==> src/rtl/second_operand_stage.sv <==
// ALU operand-B select (forwarded reg / immediates / PC / 4), registered behind valid/ready.
// One-cycle latency; a one-entry skid absorbs a single downstream stall, so in_ready is a flop output.
module second_operand_stage #(
    parameter int XLEN   = 32,
    parameter bit FWD_EN = 1'b1
) (
    input  logic            clk,
    input  logic            reset_n,
    input  logic            flush,
    input  logic            in_valid,
    output logic            in_ready,
    input  logic [2:0]      Si,
    input  logic [31:0]     instr,
    input  logic [4:0]      rs2,
    input  logic [XLEN-1:0] PB,
    input  logic [XLEN-1:0] PC,
    input  logic            ex_wr,
    input  logic            mem_wr,
    input  logic            wb_wr,
    input  logic [4:0]      ex_rd,
    input  logic [4:0]      mem_rd,
    input  logic [4:0]      wb_rd,
    input  logic [XLEN-1:0] ex_val,
    input  logic [XLEN-1:0] mem_val,
    input  logic [XLEN-1:0] wb_val,
    output logic            out_valid,
    input  logic            out_ready,
    output logic [XLEN-1:0] N,
    output logic [1:0]      fwd_hit
);

    typedef struct packed {
        logic [1:0]      hit;
        logic [XLEN-1:0] val;
    } opnd_t;

    logic [XLEN-1:0] imm_i, imm_s, imm_u, imm_b, imm_j;
    logic            unused_instr;
    opnd_t           in_opnd;

    opnd_t out_q, out_d, skid_q, skid_d;
    logic  out_valid_q, out_valid_d, skid_valid_q, skid_valid_d;
    logic  accept, load_out;

    // Opcode bits carry no immediate payload.
    assign unused_instr = ^instr[6:0];

    always_comb begin
        imm_i = XLEN'($signed(instr[31:20]));
        imm_s = XLEN'($signed({instr[31:25], instr[11:7]}));
        imm_u = XLEN'($signed({instr[31:12], 12'b0}));
        imm_b = XLEN'($signed({instr[31], instr[7], instr[30:25], instr[11:8], 1'b0}));
        imm_j = XLEN'($signed({instr[31], instr[19:12], instr[20], instr[30:21], 1'b0}));
    end

    always_comb begin
        in_opnd = '0;
        case (Si)
            3'b000: begin
                if (rs2 == 5'd0) begin
                    in_opnd = '0;
                end else if (FWD_EN && ex_wr && (ex_rd == rs2)) begin
                    in_opnd.val = ex_val;
                    in_opnd.hit = 2'd1;
                end else if (FWD_EN && mem_wr && (mem_rd == rs2)) begin
                    in_opnd.val = mem_val;
                    in_opnd.hit = 2'd2;
                end else if (FWD_EN && wb_wr && (wb_rd == rs2)) begin
                    in_opnd.val = wb_val;
                    in_opnd.hit = 2'd3;
                end else begin
                    in_opnd.val = PB;
                end
            end
            3'b001:  in_opnd.val = imm_i;
            3'b010:  in_opnd.val = imm_s;
            3'b011:  in_opnd.val = imm_u;
            3'b100:  in_opnd.val = PC;
            3'b101:  in_opnd.val = imm_b;
            3'b110:  in_opnd.val = imm_j;
            default: in_opnd.val = XLEN'(4);
        endcase
    end

    assign in_ready = !skid_valid_q;
    assign accept   = in_valid && !skid_valid_q;
    assign load_out = !out_valid_q || out_ready;

    always_comb begin
        out_d        = out_q;
        out_valid_d  = out_valid_q;
        skid_d       = skid_q;
        skid_valid_d = skid_valid_q;
        if (flush) begin
            // Data registers keep their contents; only the valids are squashed.
            out_valid_d  = 1'b0;
            skid_valid_d = 1'b0;
        end else if (load_out) begin
            if (skid_valid_q) begin
                out_d        = skid_q;
                out_valid_d  = 1'b1;
                skid_valid_d = 1'b0;
            end else begin
                out_valid_d = accept;
                if (accept) begin
                    out_d = in_opnd;
                end
            end
        end else if (accept) begin
            skid_d       = in_opnd;
            skid_valid_d = 1'b1;
        end
    end

    always_ff @(posedge clk) begin
        if (!reset_n) begin
            out_q        <= '0;
            out_valid_q  <= 1'b0;
            skid_q       <= '0;
            skid_valid_q <= 1'b0;
        end else begin
            out_q        <= out_d;
            out_valid_q  <= out_valid_d;
            skid_q       <= skid_d;
            skid_valid_q <= skid_valid_d;
        end
    end

    assign out_valid = out_valid_q;
    assign N         = out_q.val;
    assign fwd_hit   = out_q.hit;

endmodule

==> config.mk <==
export PLATFORM = sky130hd
export DESIGN_NAME = second_operand_stage
export DESIGN_NICKNAME = d
export VERILOG_FILES = /design/src/rtl/second_operand_stage.sv
export SDC_FILE = /design/constraint.sdc
export NUM_CORES = 1
export LEC_CHECK = 0
export CORE_MARGIN = 2
export CORE_UTILIZATION = 41
export CTS_CLUSTER_SIZE = 20
export DETAILED_ROUTE_END_ITERATION = 8
export PLACE_DENSITY = 0.86
export SYNTH_ARGS = -nofsm -noshare
export SYNTH_HDL_FRONTEND = slang
export SYNTH_SLANG_ARGS = --single-unit
==> constraint.sdc <==
create_clock -name clk -period 2.9 [get_ports clk]
set_input_delay 0.58 -clock clk [delete_from_list [all_inputs] [get_ports clk]]
set_output_delay 0.58 -clock clk [all_outputs]
set_load 0.005 [all_outputs]
* After elaboration in Yosys (flattened, before gate mapping) *
Index checks and enable logic that the tools add are counted.

word-level totals
  flip-flop bits (word level) = 70
  bits of input ports = 223

operators by class
  eq/ne operators = 9
  mux-type cells = 10
  bitwise gates (word level) = 3
  reduce and logical (&&, ||, !) cells = 14

operator list
  operator                                                          number
  32-bit one-hot mux with 7 select lines                            1
  34-bit two-way mux                                                5
  32-bit two-way mux                                                1
  5-bit == test                                                     3
  3-bit == test (second input constant)                             3
  3-bit by 2-bit == test with 1-bit output (second input constant)  2
  3-bit AND reduction                                               2
  5-bit zero test                                                   1
  1-bit logical AND                                                 4
  2-bit two-way mux                                                 2
  3-bit by 1-bit == test with 1-bit output (second input constant)  1
  3-bit zero test                                                   1
  1-bit inverter                                                    3
  3-bit OR reduction                                                1
  1-bit zero test                                                   2
  2-bit nonzero test                                                1
  2-bit OR reduction                                                1
  1-bit logical OR                                                  1
  1-bit two-way mux                                                 1

* Longest topological paths before layout *
  depth in word-level cells = 9
  mapped depth = 9

* Least setup slack after synthesis *
OpenSTA, ideal clock, no wires.

  path type = input to register
  start point = input port rs2[0]
  end point = register out_q (netlist bit N[16])
  setup time = 117 ps
  arrival = 2070 ps
  setup slack = 713 ps
  stages on the path = 7
  path buffers = 1
  cells stage by stage = xnor2_1 -> and4_4 -> nand2_4 -> buf_6 -> mux2_4 -> o32a_1 -> a32o_1

on the way
  word-level cells in the longest chain between the ends = 9

RTL lines
  item                                      RTL line  source
  start: declaration                        14        input logic [4:0] rs2,
  5-bit == test                             68        end else if (FWD_EN && wb_wr && (wb_rd == rs2)) begin
  1-bit logical AND                         68
  32-bit two-way mux                        68
  34-bit two-way mux                        65        end else if (FWD_EN && mem_wr && (mem_rd == rs2)) begin
  34-bit two-way mux                        62        end else if (FWD_EN && ex_wr && (ex_rd == rs2)) begin
  34-bit two-way mux *                      60        if (rs2 == 5'd0) begin
  32-bit one-hot mux with 7 select lines *  58        case (Si)
  34-bit two-way mux *                      105       if (accept) begin
  34-bit two-way mux *                      99        if (skid_valid_q) begin
  end signal: assignment                    122       out_q <= out_d;
  end: declaration                          41        opnd_t out_q, out_d, skid_q, skid_d;

Every way passes the cells marked *; elsewhere a longest branch is shown, timed or not. The select of a mux whose other input is x is not followed.
A chain may end at the register's enable or synchronous reset.

* Final worst setup path *
  start point = input port rs2[3]
  end point = register out_q (netlist bit N[0])

Same word-level chain as after synthesis.

==> metrics.md <==
| Metric | Value |
|---|---|
| Run status | completed |
| Number of global-route vias before repair | 6174 |
| Post-route DRC violation count | 0 |
| H-tree depth | 3 |
| Crit Path Category | input port to flip-flop |
| Final hold vios | 0 |
| Clock Latency Late Sink | 320 ps |
| Final worst path period share | 0.9490 |
| Area growth from synthesis to layout | 60.38% |
| Worst clock skew on the final layout | 5.136 ps |
| Maximum fanout encountered on the critical timing path | 17 |
| Setup tns final | 0 ps |
| First DRT Iteration DRCs | 422 |
| Portion of synthesized cell area occupied by the leading cell type | 0.2729 |
| Dpl ws | -237.0 ps |
| Max Cap Viol | 0 |
| Clock transition at path regs | 60 ps |
| Net count reported at finish | 1086 |
| Nets in the synthesized netlist | 852 |
| Cell row count | 40 |
| Share of flip-flops with an asynchronous set or reset | 0 |
| Yosys warning total | 0 |
| RSZ-0062 raised after global routing | false |
| Post-CTS sizing | 0 |
| Num ports | 259 |
| Commonest cells after routing, fill and taps aside | 250 x sky130_fd_sc_hd__clkdlybuf4s50_1, 95 x sky130_fd_sc_hd__o21ai_0, 70 x sky130_fd_sc_hd__dfxtp_1 |
| Die Ht | 115.9 microns |
| Number of instances in the synthesized netlist | 629 |
| Static power due to leakage | 3.251 nW |
| Maximum number of pins on one net before global-route repair | 55 |
| Sequential share of the synthesized area | 0.2729 |
| Final wirelength | 20850 microns |
| GRT Resource Usage Total | 0.3055 |
| Post-Synthesis Mean Instance Area | 8.164 sq um |
| Number of filler instances in the final layout | 976 |
| 1st-pass router iterations | 6 |
| Detailed-route wire length per cell | 20.10 microns |
| Setup bufs post-CTS | 0 |
| Count of hold buffers inserted by post-cts repair | 0 |
| Total CTS buffers | 9 |
| Max VDD drop | 366.7 uV |
| Hold crit path type | flip-flop to flip-flop |
| WP data required | 3120 ps |
| Horizontal extent of the die | 115.9 microns |
| Least-Margin Pin Slew | 677.7 ps |
| Clock tree from TritonCTS | done |
| Total Die Area | 13440 sq um |
| Final Setup Violations | 0 |
| Total area of multi-input combinational cells | 3446 sq um |
| Yosys cell types | 57 |
| # clock sinks | 70 |
| Register cell area after layout | 1401 sq um |
| Most used flip-flop cell after synthesis | sky130_fd_sc_hd__dfxtp_1 |
| Final critical delay including setup and external delays | 2752 ps |
| Cell Pwr Density | 359.8 nW/um^2 |
| Initial antenna violation count | 1 |
| Effective utilization at floorplan | 0.4240 |
| Sort of element at the start of the critical path | input port |
| Headroom to the max-slew limit | 0.5447 |
| Floorplan core area | 12110 sq um |
| Vias per inst | 5.936 |
| Leading cell type in the layout, fill and taps excluded | sky130_fd_sc_hd__clkdlybuf4s50_1 |
| Fraction of final layout cells sized beyond drive strength 1 | 0.1440 |
| Most area-hungry cell type in the Yosys netlist | sky130_fd_sc_hd__dfxtp_1 |
| Grt total ovfl | 0 |
| Clk root buf | sky130_fd_sc_hd__clkbuf_16 |
| Top cells by area in the synthesized netlist | sky130_fd_sc_hd__dfxtp_1 27%, sky130_fd_sc_hd__o21ai_0 9.3%, sky130_fd_sc_hd__o221a_2 6.4% |
| Kind of end point of the critical path | flip-flop |
| Max clock buf depth | 2 |
| Routability congestion estimate | 0.8725 |
| Count of buffers from port buffering | 251 |
| Number of enable flip-flop cells after synthesis | 0 |
| Post-Syn Area | 5135 sq um |
| Final slew viol count | 0 |
| HPWL after detailed placement | 16160 microns |
| Wire length of the first global-routing pass | 31840 microns |
| Final worst setup slack | 147.9 ps |
| Max frequency | 363.4 MHz |
| Register bit count reported by yosys | 70 |
| Final antenna-violating net count | 0 |
| Total via count after detailed routing | 6156 |
| Critical path data arrival time | 2980 ps |
## flip-flops by register name (all words and copies together) (netlist names)
register / count
skid_valid_q: 1
skid_q: 34
fwd_hit: 2
out_valid: 1
N: 32
## cells in the mapped netlist, types with 5 or more instances
cell	n
sky130_fd_sc_hd__nand3_1	45
sky130_fd_sc_hd__inv_1	5
sky130_fd_sc_hd__buf_2	16
sky130_fd_sc_hd__a21oi_1	9
sky130_fd_sc_hd__a2bb2oi_1	17
sky130_fd_sc_hd__nand4_1	5
sky130_fd_sc_hd__mux2_4	6
sky130_fd_sc_hd__clkbuf_1	40
sky130_fd_sc_hd__and3_1	5
sky130_fd_sc_hd__a22oi_1	12
sky130_fd_sc_hd__o32a_1	8
sky130_fd_sc_hd__o221a_2	29
sky130_fd_sc_hd__a221o_1	11
sky130_fd_sc_hd__a21o_1	18
sky130_fd_sc_hd__mux2i_1	32
sky130_fd_sc_hd__nand2_1	39
sky130_fd_sc_hd__a31oi_1	12
sky130_fd_sc_hd__nor2_1	27
sky130_fd_sc_hd__o211ai_1	11
sky130_fd_sc_hd__nand2b_1	6
sky130_fd_sc_hd__a32o_1	12
sky130_fd_sc_hd__xnor2_1	15
sky130_fd_sc_hd__o21ba_2	18
sky130_fd_sc_hd__o21ai_0	95
sky130_fd_sc_hd__or2_2	7
sky130_fd_sc_hd__dfxtp_1	70
## kinds of logic (layout without fill, tap and decap cells)
kind of cell | count (synthesis) | in the layout | synth area share
AOI/OAI and AO/OA | 278 | 278 | 0.4069
and+or+nand+nor | 157 | 157 | 0.1508
DFF | 70 | 70 | 0.2729
buffers and inverters | 68 | 307 | 0.05726
muxes | 41 | 41 | 0.08650
xor gates and xnor gates | 15 | 15 | 0.02559
other | 0 | 1 | 0
## through the flow
stage / area (sq um) / power, mW / cells / utilization / hold WS, ps
4_1_cts: 8225 / 2.959 / 1035 / 0.6791 / 461.7
3_5_place_dp: 7926 / 1.878 / 1019 / 0.6544 / 450.2
6_report: 8235 / 2.963 / 1037 / 0.6800 / 462.8
5_1_grt: 8235 / 3.068 / 1037 / 0.6800 / 496.6
3_3_place_gp: 7926 / 1.858 / 1019 / 0.6544 / 441.6
2_1_floorplan: 5135 / 1.381 / 629 / - / 443.5
## critical path: stages
cell and delay (ps):
sky130_fd_sc_hd__clkdlybuf4s50_1 520, sky130_fd_sc_hd__xnor2_1 290, sky130_fd_sc_hd__nand4_1 170, sky130_fd_sc_hd__o211ai_1 350
sky130_fd_sc_hd__buf_4 300, sky130_fd_sc_hd__o221ai_1 230, sky130_fd_sc_hd__o21a_1 260, sky130_fd_sc_hd__o311ai_1 270
## layer usage
metal / track usage / vias up / wire length, microns
met3: 0.07688 / 44 / 2197
met1: 0.3337 / 2881 / 7533
met4: 0.1151 / 0 / 675
li1: - / 2899 / -
met5: 0 / - / 0
met2: 0.5673 / 332 / 10440
## power by group
| part | internal, mW | leakage, nW | switching [mW] |
|---|---|---|---|
| Clock | 0.668 | 0.146 | 0.429 |
| Combinational | 0.506 | 2.54 | 0.350 |
| Sequential | 0.991 | 0.567 | 0.0181 |
## path summary, 6_finish.rpt
check | startpoint | to | slack [ps] | cells after the start
max reg2reg | skid_valid_q | N[7] | 750 | 6
min | N[2] | N[2] | 460 | 2
min reg2reg | N[2] | N[2] | 460 | 2
max | rs2[3] | N[0] | 150 | 8
## layout make-up
cell class,instances,share of cell area
Sequential cell,70,0.1702
Timing Repair Buffer,286,0.3470
Clock inverter,7,0.008964
Clock buffer,9,0.02735
Antenna cell,1,0.0003039
Inverter,5,0.002279
Multi-Input combinational cell,491,0.4184
Tap cell,168,0.02552
(Power assumes the default switching activity.)
==> variant (same settings) <==
Make the reset (`reset_n`) asynchronous in one clocked block.
--- a/src/rtl/second_operand_stage.sv
+++ b/src/rtl/second_operand_stage.sv
@@ -114,3 +114,3 @@
 
-    always_ff @(posedge clk) begin
+    always_ff @(posedge clk or negedge reset_n) begin
         if (!reset_n) begin
Behaviour: differs if reset_n is asserted again (counterexample within 4 cycles, from zero or initial values and one cycle with reset_n low); with reset_n held inactive, the same outputs for 4 cycles.
==> variant against the unedited design <==
Wire length rose by 5.8%; worst setup slack improved by 0.12 ns; non-clock buffer count rose by 14; total power rose by 26%; design area rose by 4.2%; synthesized cell count rose by 7.9%; synthesized area rose by 5.3%; sequential cell count did not move; sequential share of layout area rose by 3.4 points.
==> variant: results (changes against the unedited design) <==
[route]
drt_iter0_markers = 561  ; was 422
vias = 6562  ; was 6156
drt_first_pass_iters = 5  ; was 6

[worst_setup_path]
crit_family = buffers and inverters  ; was compound AO/OA/AOI/OAI gates
cp.arrival_ns = 2.82  ; was 2.98 ns
slowest_delay_ns = 0.47  ; was 0.52 ns

[outcome]
run_status = completed  ; unchanged

[logic_synthesis]
async_reset_ff_frac = 1.000  ; was 0
synth_common_cells = 98 x nand2_1, 84 x o21ai_0, 70 x dfrtp_1  ; was 95 x o21ai_0, 70 x dfxtp_1, 45 x nand3_1
synth_cell_types = 58  ; was 57
syn_nets = 902  ; was 852
synth.area.top_cells = dfrtp_1 32%, o21ai_0 7.8%, nand2_1 6.8%  ; was dfxtp_1 27%, o21ai_0 9.3%, o221a_2 6.4%

[global_routing]
grt_use_total = 0.3054  ; was 0.3055
grt_pass1_wl_mm = 33.95  ; was 31.84 mm
antenna_found_initial = 0  ; was 1
grt_pass1_vias = 6416  ; was 6174

[power]
ir_worst_vdd_uv = 266.3  ; was 366.7 µV
p_leak_uw = 0.003553  ; was 0.003251 µW

[sta]
finClkSkew_ns = 0.005939  ; was 0.005136 ns
worst_pin_slew_ns = 0.4675  ; was 0.6777 ns

[cells_and_area]
drive_gt1_frac = 0.1065  ; was 0.1440
fillers = 1070  ; was 976
diodes = 0  ; was 1

[hold_path]
hold_path_class = input port to asynchronous set/reset pin  ; was register to register

[place]
pre_cts_ws_ns = -0.01006  ; was -0.2370 ns
dp_hpwl_mm = 17.09  ; was 16.16 mm
gp_congestion = 0.9623  ; was 0.8725

[variant: changes by cell type in the layout (fill, tap and decap cells not counted), sizes merged, moves of 19 or more]
| cell | delta |
|---|---|
| o221a | -29 |
| o21ba | -19 |
| dfxtp | -70 |
| mux2i | -28 |
| nand3 | -26 |
| a21oi | +36 |
| nand2 | +58 |
| and3 | +27 |
| dfrtp | +70 |
[variant: cell families (layout without fill, tap and decap cells)]
kind of cell,Yosys count,after routing,synth area share
AOI/OAI and AO/OA,299,299,0.3738
xor gates and xnor gates,15,15,0.02431
buffers and inverters,77,328,0.06551
DFF,70,70,0.3241
muxes,16,16,0.03241
and+or+nand+nor,202,202,0.1799
[variant: layer usage]
metal | GRT usage | routed length (µm)
met1 | 0.3996 | 8855
met2 | 0.4996 | 10430
met3 | 0.05651 | 1959
met4 | 0.1205 | 812
met5 | 0 | 0
[variant: power by group]
group | internal (µW) | total (µW) | switching (µW)
sequential | 1160 | 1270 | 108
clock | 861 | 1270 | 411
combinational | 674 | 1190 | 519
total | 2700 | 3740 | 1040
[variant: final timing paths]
check / startpoint / to / slack, ns / cells past startpoint
worst max-delay path: rs2[1] / skid_q[27]$_DFFE_PN0P_ / 0.26 / 9
worst min-delay path: reset_n / N[25]$_DFFE_PN0P_ / 0.25 / 2
worst max register to register: skid_valid_q$_DFFE_PN0P_ / N[30]$_DFFE_PN0P_ / 1.01 / 7
worst min register to register: skid_q[11]$_DFFE_PN0P_ / skid_q[11]$_DFFE_PN0P_ / 0.47 / 2
max in group asynchronous: reset_n / N[12]$_DFFE_PN0P_ / 2.33 / 2
min in group clk: skid_q[11]$_DFFE_PN0P_ / skid_q[11]$_DFFE_PN0P_ / 0.47 / 2
[variant: layout make-up]
cell class | instances | area share
clock buffers | 10 | 0.02786
clock inverters | 6 | 0.01269
inverters | 12 | 0.005251
multi-input cells | 532 | 0.3854
flip-flops and latches | 70 | 0.2042
well taps | 172 | 0.02509
repair buffers | 300 | 0.3396
[variant: per-stage QoR]
stage	total power (µW)	TNS [ns]	utilization	cells
2_1_floorplan	1741	0	-	679
3_3_place_gp	2423	0	0.6469	1086
6_report	3738	0	0.6743	1102
5_1_grt	3904	0	0.6743	1102
4_1_cts	3728	0	0.6743	1102
3_5_place_dp	2461	-0.01865	0.6469	1086
